===== config.mk =====
export PLATFORM = sky130hd
export DESIGN_NAME = multirow_frame_sequencer
export DESIGN_NICKNAME = d
export VERILOG_FILES = /design/src/rtl/multirow_frame_sequencer.sv
export SDC_FILE = /design/constraint.sdc
export NUM_CORES = 1
export LEC_CHECK = 0
export ABC_AREA = 1
export BUFFER_PORTS_ARGS = -buffer_cell sky130_fd_sc_hd__buf_2
export CAP_MARGIN = 20
export CORE_AREA = 2 2 66 68
export CTS_CLUSTER_SIZE = 10
export DETAILED_ROUTE_END_ITERATION = 8
export DIE_AREA = 0 0 68 70
export PLACE_DENSITY = 0.79
export SLEW_MARGIN = 20
export SYNTH_ARGS = -nofsm -noshare
export SYNTH_HDL_FRONTEND = slang
export SYNTH_SLANG_ARGS = --single-unit

===== constraint.sdc =====
create_clock -name i_clk -period 3.8 [get_ports i_clk]
set_input_delay 0.57 -clock i_clk [delete_from_list [all_inputs] [get_ports i_clk]]
set_output_delay 0.57 -clock i_clk [all_outputs]
set_load 0.02 [all_outputs]

===== src/rtl/multirow_frame_sequencer.sv =====
// Frame-timing controller: sequences multi-row packets from the line buffers with v/h sync envelopes.
// Optional build macro FRAME_SEQ_CONTINUOUS_EN: self-restart the next frame after one IDLE cycle.
module multirow_frame_sequencer #(
    parameter int unsigned P_INPUT_ROWS_NUM = 5,
    parameter int unsigned P_IMAGE_WIDTH    = 256,
    parameter int unsigned P_IMAGE_HEIGHT   = 256,
    parameter int unsigned P_H_BLANK        = 16,
    parameter int unsigned P_V_PRE          = 4,
    parameter int unsigned P_V_POST         = 4
) (
    input  logic        i_clk,
    input  logic        i_rst,
    input  logic        i_start,
    input  logic        i_abort,
    input  logic        i_buf_ready,
    output logic        o_rd_en,
    output logic        o_v_async,
    output logic        o_h_async,
    output logic        o_remainder_signal,
    output logic [15:0] o_group_idx,
    output logic        o_busy,
    output logic        o_frame_done
);

    localparam int unsigned GROUPS     = (P_IMAGE_HEIGHT + P_INPUT_ROWS_NUM - 1) / P_INPUT_ROWS_NUM;
    localparam bit          HAS_REM    = (P_IMAGE_HEIGHT % P_INPUT_ROWS_NUM) != 0;
    localparam logic [15:0] LAST_GROUP = 16'(GROUPS - 1);
    localparam logic [15:0] LAST_PIXEL = 16'(P_IMAGE_WIDTH - 1);
    localparam logic [15:0] LAST_HB    = 16'(P_H_BLANK - 1);
    localparam logic [15:0] LAST_PRE   = 16'(P_V_PRE - 1);
    localparam logic [15:0] LAST_POST  = 16'(P_V_POST - 1);

    typedef enum logic [2:0] {
        S_IDLE,
        S_V_PRE,
        S_WAIT_BUF,
        S_ACTIVE,
        S_H_BLANK,
        S_V_POST
    } state_t;

    state_t      state;
    state_t      state_nxt;
    logic [15:0] cnt;
    logic [15:0] group_idx;
    logic [15:0] group_nxt;
    logic        h_q;
    logic        rem_q;
    logic        done_q;
    logic        done_nxt;
    logic        in_active;
    logic        last_group;
    logic        start_req;

    assign in_active  = (state == S_ACTIVE);
    assign last_group = (group_idx == LAST_GROUP);

`ifdef FRAME_SEQ_CONTINUOUS_EN
    // Armed by a completed frame; abort disarms so a restart needs i_start again.
    logic armed;

    always_ff @(posedge i_clk or posedge i_rst) begin
        if (i_rst) begin
            armed <= 1'b0;
        end else if (i_abort) begin
            armed <= 1'b0;
        end else if (done_nxt) begin
            armed <= 1'b1;
        end else if (state == S_IDLE) begin
            armed <= 1'b0;
        end
    end

    assign start_req = i_start | armed;
`else
    assign start_req = i_start;
`endif

    always_comb begin
        state_nxt = state;
        group_nxt = group_idx;
        done_nxt  = 1'b0;
        case (state)
            S_IDLE: begin
                group_nxt = '0;
                if (start_req) state_nxt = S_V_PRE;
            end
            S_V_PRE: begin
                if (cnt == LAST_PRE) state_nxt = S_WAIT_BUF;
            end
            S_WAIT_BUF: begin
                if (i_buf_ready) state_nxt = S_ACTIVE;
            end
            S_ACTIVE: begin
                if (cnt == LAST_PIXEL) state_nxt = last_group ? S_V_POST : S_H_BLANK;
            end
            S_H_BLANK: begin
                if (cnt == LAST_HB) begin
                    state_nxt = S_WAIT_BUF;
                    group_nxt = group_idx + 16'd1;
                end
            end
            S_V_POST: begin
                if (cnt == LAST_POST) begin
                    state_nxt = S_IDLE;
                    group_nxt = '0;
                    done_nxt  = 1'b1;
                end
            end
            default: begin
                state_nxt = S_IDLE;
                group_nxt = '0;
            end
        endcase
        if (i_abort) begin
            state_nxt = S_IDLE;
            group_nxt = '0;
            done_nxt  = 1'b0;
        end
    end

    // Phase counter restarts on every state change so each state times its own dwell.
    always_ff @(posedge i_clk or posedge i_rst) begin
        if (i_rst) begin
            state     <= S_IDLE;
            cnt       <= '0;
            group_idx <= '0;
            h_q       <= 1'b0;
            rem_q     <= 1'b0;
            done_q    <= 1'b0;
        end else begin
            state     <= state_nxt;
            cnt       <= (state_nxt != state) ? '0 : cnt + 16'd1;
            group_idx <= group_nxt;
            h_q       <= in_active & ~i_abort;
            rem_q     <= HAS_REM & in_active & last_group & ~i_abort;
            done_q    <= done_nxt;
        end
    end

    assign o_rd_en            = in_active;
    assign o_v_async          = (state != S_IDLE);
    assign o_busy             = (state != S_IDLE);
    assign o_h_async          = h_q;
    assign o_remainder_signal = rem_q;
    assign o_group_idx        = group_idx;
    assign o_frame_done       = done_q;

endmodule


; ---- After elaboration in Yosys (flattened, before gate mapping)
; Index checks and enable logic that the tools add are counted.
[word_totals]
ff_bits = 38
latch_bits = 0
ram_bits = 0
rom_bits = 0
in_bits = 5
out_inout_bits = 22
elab_cells = 46
mem_count = 0
[classes]
addsub = 2
multipliers = 0
n_div = 0
n_lt_le_gt_ge = 0
eq_ne = 13
shift = 0
n_mux = 17
n_bitwise = 4
n_reduce_logical = 4
[ops]
columns = cell, n
row1 = $mux W16, 4
row2 = $pmux W16 S3, 1
row3 = $add A16 B1 Y16 const B, 2
row4 = $mux W3, 7
row5 = $pmux W3 S6, 1
row6 = $eq A16 B2 Y1 const B, 1
row7 = $eq A16 B4 Y1 const B, 1
row8 = $eq A16 B6 Y1 const B, 1
row9 = $eq A16 B8 Y1 const B, 1
row10 = $eq A3 B2 Y1 const B, 2
row11 = $eq A3 B3 Y1 const B, 2
row12 = $ne A3 B3 Y1 const B, 2
row13 = $mux W1, 4
row14 = $and A1 B1 Y1, 3
row15 = $eq A3 B1 Y1 const B, 1
row16 = $logic_not A3 Y1, 1
row17 = $ne A3 B3 Y1, 1
row18 = $reduce_and A3 Y1, 1
row19 = $reduce_bool A3 Y1, 1
row20 = $reduce_or A3 Y1, 1
row21 = $ne A2 B1 Y1 const B, 1
row22 = $not A1 Y1, 1

; ---- Logic depth before layout (Yosys ltp)
[logic_depth]
ltp_word = 7
depth_mapped = 14
mapped_depth_nobuf = 13

; ---- Worst setup path before layout
; OpenSTA, ideal clock, no wires.
[synth_path]
path_kind = reg2reg
startpoint = register group_idx[1] (netlist: o_group_idx[1])
endpoint = register cnt[13]
setup_time_ps = 124
arrival_time_ps = 1653
required_time_ps = 3676
slack_ps = 2023
stages_incl_launch_ff = 14
path_buffers = 1
period_less_slack_ps = 1777
cell_sequence = dfrtp_1 -> ha_1 -> nand2_1 -> nor3_1 -> nand2_1 -> nor2_1 -> nand2_1 -> nand3_2 -> nand2_1 -> nand2_1 -> nand2_2 -> nand2_4 -> buf_12 -> nor2_4
[synth_between]
elab_chain_len = 7
[synth_lines]
columns = item, line_no
row1 = from (decl), 45  ; logic [15:0] group_idx;
row2 = from (signal assigned), 134  ; group_idx <= group_nxt;
row3 = $eq A16 B6 Y1, 56  ; assign last_group = (group_idx == LAST_GROUP);
row4 = $mux W1, 95  ; if (cnt == LAST_PIXEL) state_nxt = last_group ? S_V_POST : S_H_BLANK;
row5 = $mux W3, 95
row6 = $pmux W3 S6, 83  ; case (state)
row7 = $mux W3, 115  ; if (i_abort) begin
row8 = $ne A3 B3 Y1, 133  ; cnt <= (state_nxt != state) ? '0 : cnt + 16'd1;
row9 = $mux W16, 133
row10 = to (signal assigned), 133
row11 = to (decl), 44  ; logic [15:0] cnt;
; Every way passes these cells.
; A chain may end at the register's enable or synchronous reset.

; ---- Final worst setup path
[layout_path]
startpoint = register cnt[0]
endpoint = register group_idx[6] (netlist: o_group_idx[6])
[layout_between]
elab_chain_len = 3
word_cells_on_any_way = 5
classes_between = eq/ne: 4 / reduce/logical: 1
[layout_lines]
columns = item, line_no
row1 = $eq A16 B2 Y1 or $eq A16 B4 Y1 (tied branches), "104, 98"
row2 = $ne A3 B3 Y1 (no line), -
row3 = $reduce_and A3 Y1 (no line) (*), -
; Mark *: on every way between the ends. The rest lies on a longest branch, timed or not.

==> results_tabular.tex <==
\begin{tabular}{lr}
\hline
Metric & Value \\
\hline
\multicolumn{2}{l}{\textbf{Placement}} \\
\quad Number of port buffers & 26 \\
\quad DP HPWL & 3240 microns \\
\quad Worst slack, placed & 1.62 ns \\
\quad Final weighted congestion in routability-driven placement & 0.944 \\
\multicolumn{2}{l}{\textbf{Worst setup path}} \\
\quad Worst setup path category & reg -> reg \\
\quad Worst Reg-to-Reg Cells & 10 \\
\quad Critical Path Source & cnt[0] \\
\quad Standard cell with the maximum stage delay on the critical path & o21ai\_2 \\
\quad Launch instance of the worst register-to-register path & cnt[0] \\
\quad Sort of element at the start of the critical path & flop \\
\quad Max FO, Critical Path & 13 \\
\quad Required @ worst endpoint & 3.98 ns \\
\quad Register-to-register path setup slack & 1.61 ns \\
\quad Crit path capture type & flop \\
\quad Ordered cell list for the critical path & ha\_1 -> nand3\_4 -> nor2\_1 -> nand2\_1 -> nand2\_1 -> nand2\_1 -> o21ai\_2 -> nand2\_1 -> o21ai\_0 -> a21oi\_1 \\
\quad CP Capture Point & o\_group\_idx[6] \\
\quad Arrival time reported for the critical path endpoint & 2.38 ns \\
\quad Max incr delay on CP & 0.43 ns \\
\quad Worst reg2reg path endpoint & o\_group\_idx[6] \\
\quad CP most frequent cell & nand2\_1 \\
\multicolumn{2}{l}{\textbf{Timing}} \\
\quad Final slew viol count & 0 \\
\quad Setup Skew & 0.00902 ns \\
\quad Final hold violation count & 0 \\
\quad Period Utilization, post-route & 57.7\% \\
\quad Peak clock frequency supported by timing & 456 MHz \\
\quad Worst slew margin relative to its limit & 66.7\% \\
\quad Finish-stage setup viols & 0 \\
\quad Actual slew at the worst max-slew pin & 0.499 ns \\
\quad Setup repair after global routing missed its margin & false \\
\quad Setup TNS Final & 0 ns \\
\quad Time the worst path needs with I/O delays and setup & 2.19 ns \\
\quad Final critical-path setup slack & 1.61 ns \\
\multicolumn{2}{l}{\textbf{CTS}} \\
\quad Clock root buffer & clkbuf\_8 \\
\quad Post-cts sizing count & 0 \\
\quad CTS max path bufs & 2 \\
\quad CTS H-tree lvls & 2 \\
\quad Later-pin clock latency in the skew report & 0.29 ns \\
\quad Buffers inserted during post-CTS setup optimization & 0 \\
\quad Clock input transition at the sequential cells of the worst setup and hold paths & 0.08 ns \\
\quad Clock tree from TritonCTS & built \\
\quad Count of hold-fix buffers inserted at cts & 0 \\
\quad Sinks on Clock Net & 38 \\
\quad Number of CTS-inserted buffers & 5 \\
\multicolumn{2}{l}{\textbf{Final layout}} \\
\quad Share of cells above drive strength 1 & 22.6\% \\
\quad Fin nets & 324 \\
\quad Synthesis-to-finish area growth & 11.2\% \\
\quad Antenna Cells & 0 \\
\quad \# fillers & 362 \\
\quad Fin util & 62.0\% \\
\multicolumn{2}{l}{\textbf{Power and ir drop}} \\
\quad Static leakage & 1.21 nW \\
\quad Power density over the cells & 360 mW/mm\^{}2 \\
\quad VDD IR max & 0.254 mV \\
\multicolumn{2}{l}{\textbf{Synthesis}} \\
\quad Area fraction in and, or, nand and nor cells after synthesis & 37.1\% \\
\quad Post-synthesis share of cell area spent on full adders, half adders and majority gates & 1.08\% \\
\quad Count of flip-flops with a built-in enable after synthesis & 0 \\
\quad Part of the Yosys area used for sequential elements & 41.2\% \\
\quad Syn Nets & 294 \\
\quad Fraction of synthesized area in multiplexers & 0\% \\
\quad Dominant combinational cell family by area after synthesis & simple AND/OR/NAND/NOR gates \\
\quad Share of async-settable or async-resettable flops after synthesis & 100\% \\
\quad Number of synthesized register bits & 38 \\
\quad Top post-synthesis cells by area & dfrtp\_1 (41\%), nor2\_1 (7.8\%), nand2\_1 (7.6\%), nor2\_4 (7.3\%), inv\_1 (5.4\%) \\
\quad Number of library cell types mapped by synthesis & 30 \\
\quad Avg Inst Size Synth & 8.05 sq um \\
\quad Synth warn & 0 \\
\quad Post-synthesis cell area & 0.00231 sq mm \\
\quad Number of standard cells after synthesis & 287 \\
\quad Post-synthesis cell type with the largest combined area & dfrtp\_1 \\
\quad Fraction of synthesized cell area in xor and xnor cells & 5.69\% \\
\quad Fraction of post-synthesis cell area in the top cell type by area & 41.2\% \\
\quad Compound-cell area share of the yosys netlist & 7.20\% \\
\quad Predominant post-synthesis flop cell & dfrtp\_1 \\
\multicolumn{2}{l}{\textbf{Global route}} \\
\quad Maximum number of pins on one net before global-route repair & 39 \\
\quad Number of antenna violations at the first check in global routing & 0 \\
\quad First-pass GRT wire length & 7980 microns \\
\quad Aggregate global-route resource usage & 21.7\% \\
\quad GR Overflow Total & 0 \\
\quad Via count of the first global-routing pass & 1,795 \\
\multicolumn{2}{l}{\textbf{Min path}} \\
\quad Hold Path Class & in -> async \\
\multicolumn{2}{l}{\textbf{Die}} \\
\quad Die outline height & 70 microns \\
\quad Die Footprint & 0.00476 sq mm \\
\quad Starting density of the core & 55.7\% \\
\quad Ports & 27 \\
\quad Core box area & 0.00414 sq mm \\
\quad Die Wd & 68 microns \\
\quad Row count & 24 \\
\multicolumn{2}{l}{\textbf{Status}} \\
\quad Status & complete, no violations \\
\multicolumn{2}{l}{\textbf{Detailed routing}} \\
\quad Routed WL per cell & 12.0 microns \\
\quad DR iter-0 viols & 120 \\
\quad Residual DRC count & 0 \\
\quad Final wirelength & 4450 microns \\
\quad Total number of vias & 1,913 \\
\quad Average via count per standard cell & 5.17 \\
\quad Total iterations of the first detailed-routing run & 4 \\
\quad Remaining antenna violation count after routing & 0 \\
\multicolumn{2}{l}{\textbf{Run}} \\
\quad Number of max-cap violations & 0 \\
\hline
\end{tabular}
==> registers in the layout, indices dropped and copies added, names as in the netlist <==
register and flops:
cnt 16, o_h_async 1, o_group_idx 16, o_frame_done 1, o_remainder_signal 1, state 3
==> stage by stage <==
step / hold WS [ns] / instance area, sq um / cells / power, mW
6_report: 0.376 / 2570 / 370 / 0.924
5_1_grt: 0.455 / 2570 / 370 / 0.978
4_1_cts: 0.397 / 2570 / 370 / 0.933
3_5_place_dp: 0.454 / 2470 / 362 / 0.640
3_3_place_gp: 0.442 / 2470 / 362 / 0.636
2_1_floorplan: 0.431 / 2310 / 287 / 0.624
==> kinds of logic (layout without fill, tap and decap cells) <==
logic type,Yosys count,in the layout
AND/OR/NAND/NOR,162,162
buffers and inverters,41,72
flip-flops,38,38
AO/OA/AOI/OAI,29,29
XOR/XNOR,15,15
adder cells (fa/ha/maj),2,2
==> power by group <==
part,total (mW),leakage [nW],switching (mW),internal [mW]
combinational,0.187,0.641,0.133,0.0537
clock,0.293,0.0472,0.147,0.146
sequential,0.443,0.527,0.0212,0.422
==> worst max-delay path, delay by kind of cell (launching register included) <==
family,cells,cell delay (ns)
DFF,1,0.38
adders and majority gates,1,0.25
and+or+nand+nor,6,0.77
AOI/OAI and AO/OA,3,0.68
==> worst min path at each step <==
stage / from / end / slack [ns] / depth (start not counted)
after CTS: i_rst / o_group_idx[3] / 0.40 / 3
final: i_rst / o_group_idx[5] / 0.38 / 3
after global routing: i_rst / o_group_idx[5] / 0.45 / 3
after global placement: cnt[0] / cnt[0] / 0.44 / 1
after detailed placement: cnt[0] / cnt[0] / 0.45 / 1
after floorplan: cnt[0] / cnt[0] / 0.43 / 1
==> synthesized netlist by cell type (all sizes together) (2+ instances only) <==
master  number
a21oi       17
nand2       56
buf          3
nor4         3
ha           2
dfrtp       38
nor2        64
inv         37
xnor2        5
o21ai        9
xor2        10
nor3         9
nand4        5
nand3       25
==> layout make-up <==
class                           instances  area (sq um)  share of cell area [%]
Clock buffer                            6          82.6                    3.22
Timing Repair Buffer                   27           138                    5.36
Clock inverter                          2          12.5                   0.487
Multi-Input combinational cell        208          1180                    46.0
Tap cell                               52          65.1                    2.53
Inverter                               37           139                    5.41
Sequential cell                        38           951                    37.0
==> layout by cell type, fill, tap and decap left out, types with 2 or more instances in the layout <==
cell,n
inv_2,4
nand2_1,47
nand4_1,5
xnor2_1,5
nand3_1,21
buf_2,26
inv_1,33
nor3_1,7
nor2_4,15
ha_1,2
nor2_1,48
nand3_2,3
clkbuf_8,6
xor2_1,10
nand2_2,8
nor4_1,3
a21oi_1,16
o21ai_0,8
dfrtp_1,38
==> metal layers <==
metal  up-vias  global-route usage (%)  wire [microns]
met5         -                       0               0
met2        50                    31.7            2060
met1       888                    32.0            2080
li1        969                       -               -
met4         0                    4.67              40
met3         6                    6.44             275
No activity file was read; power rests on OpenSTA's default activity.
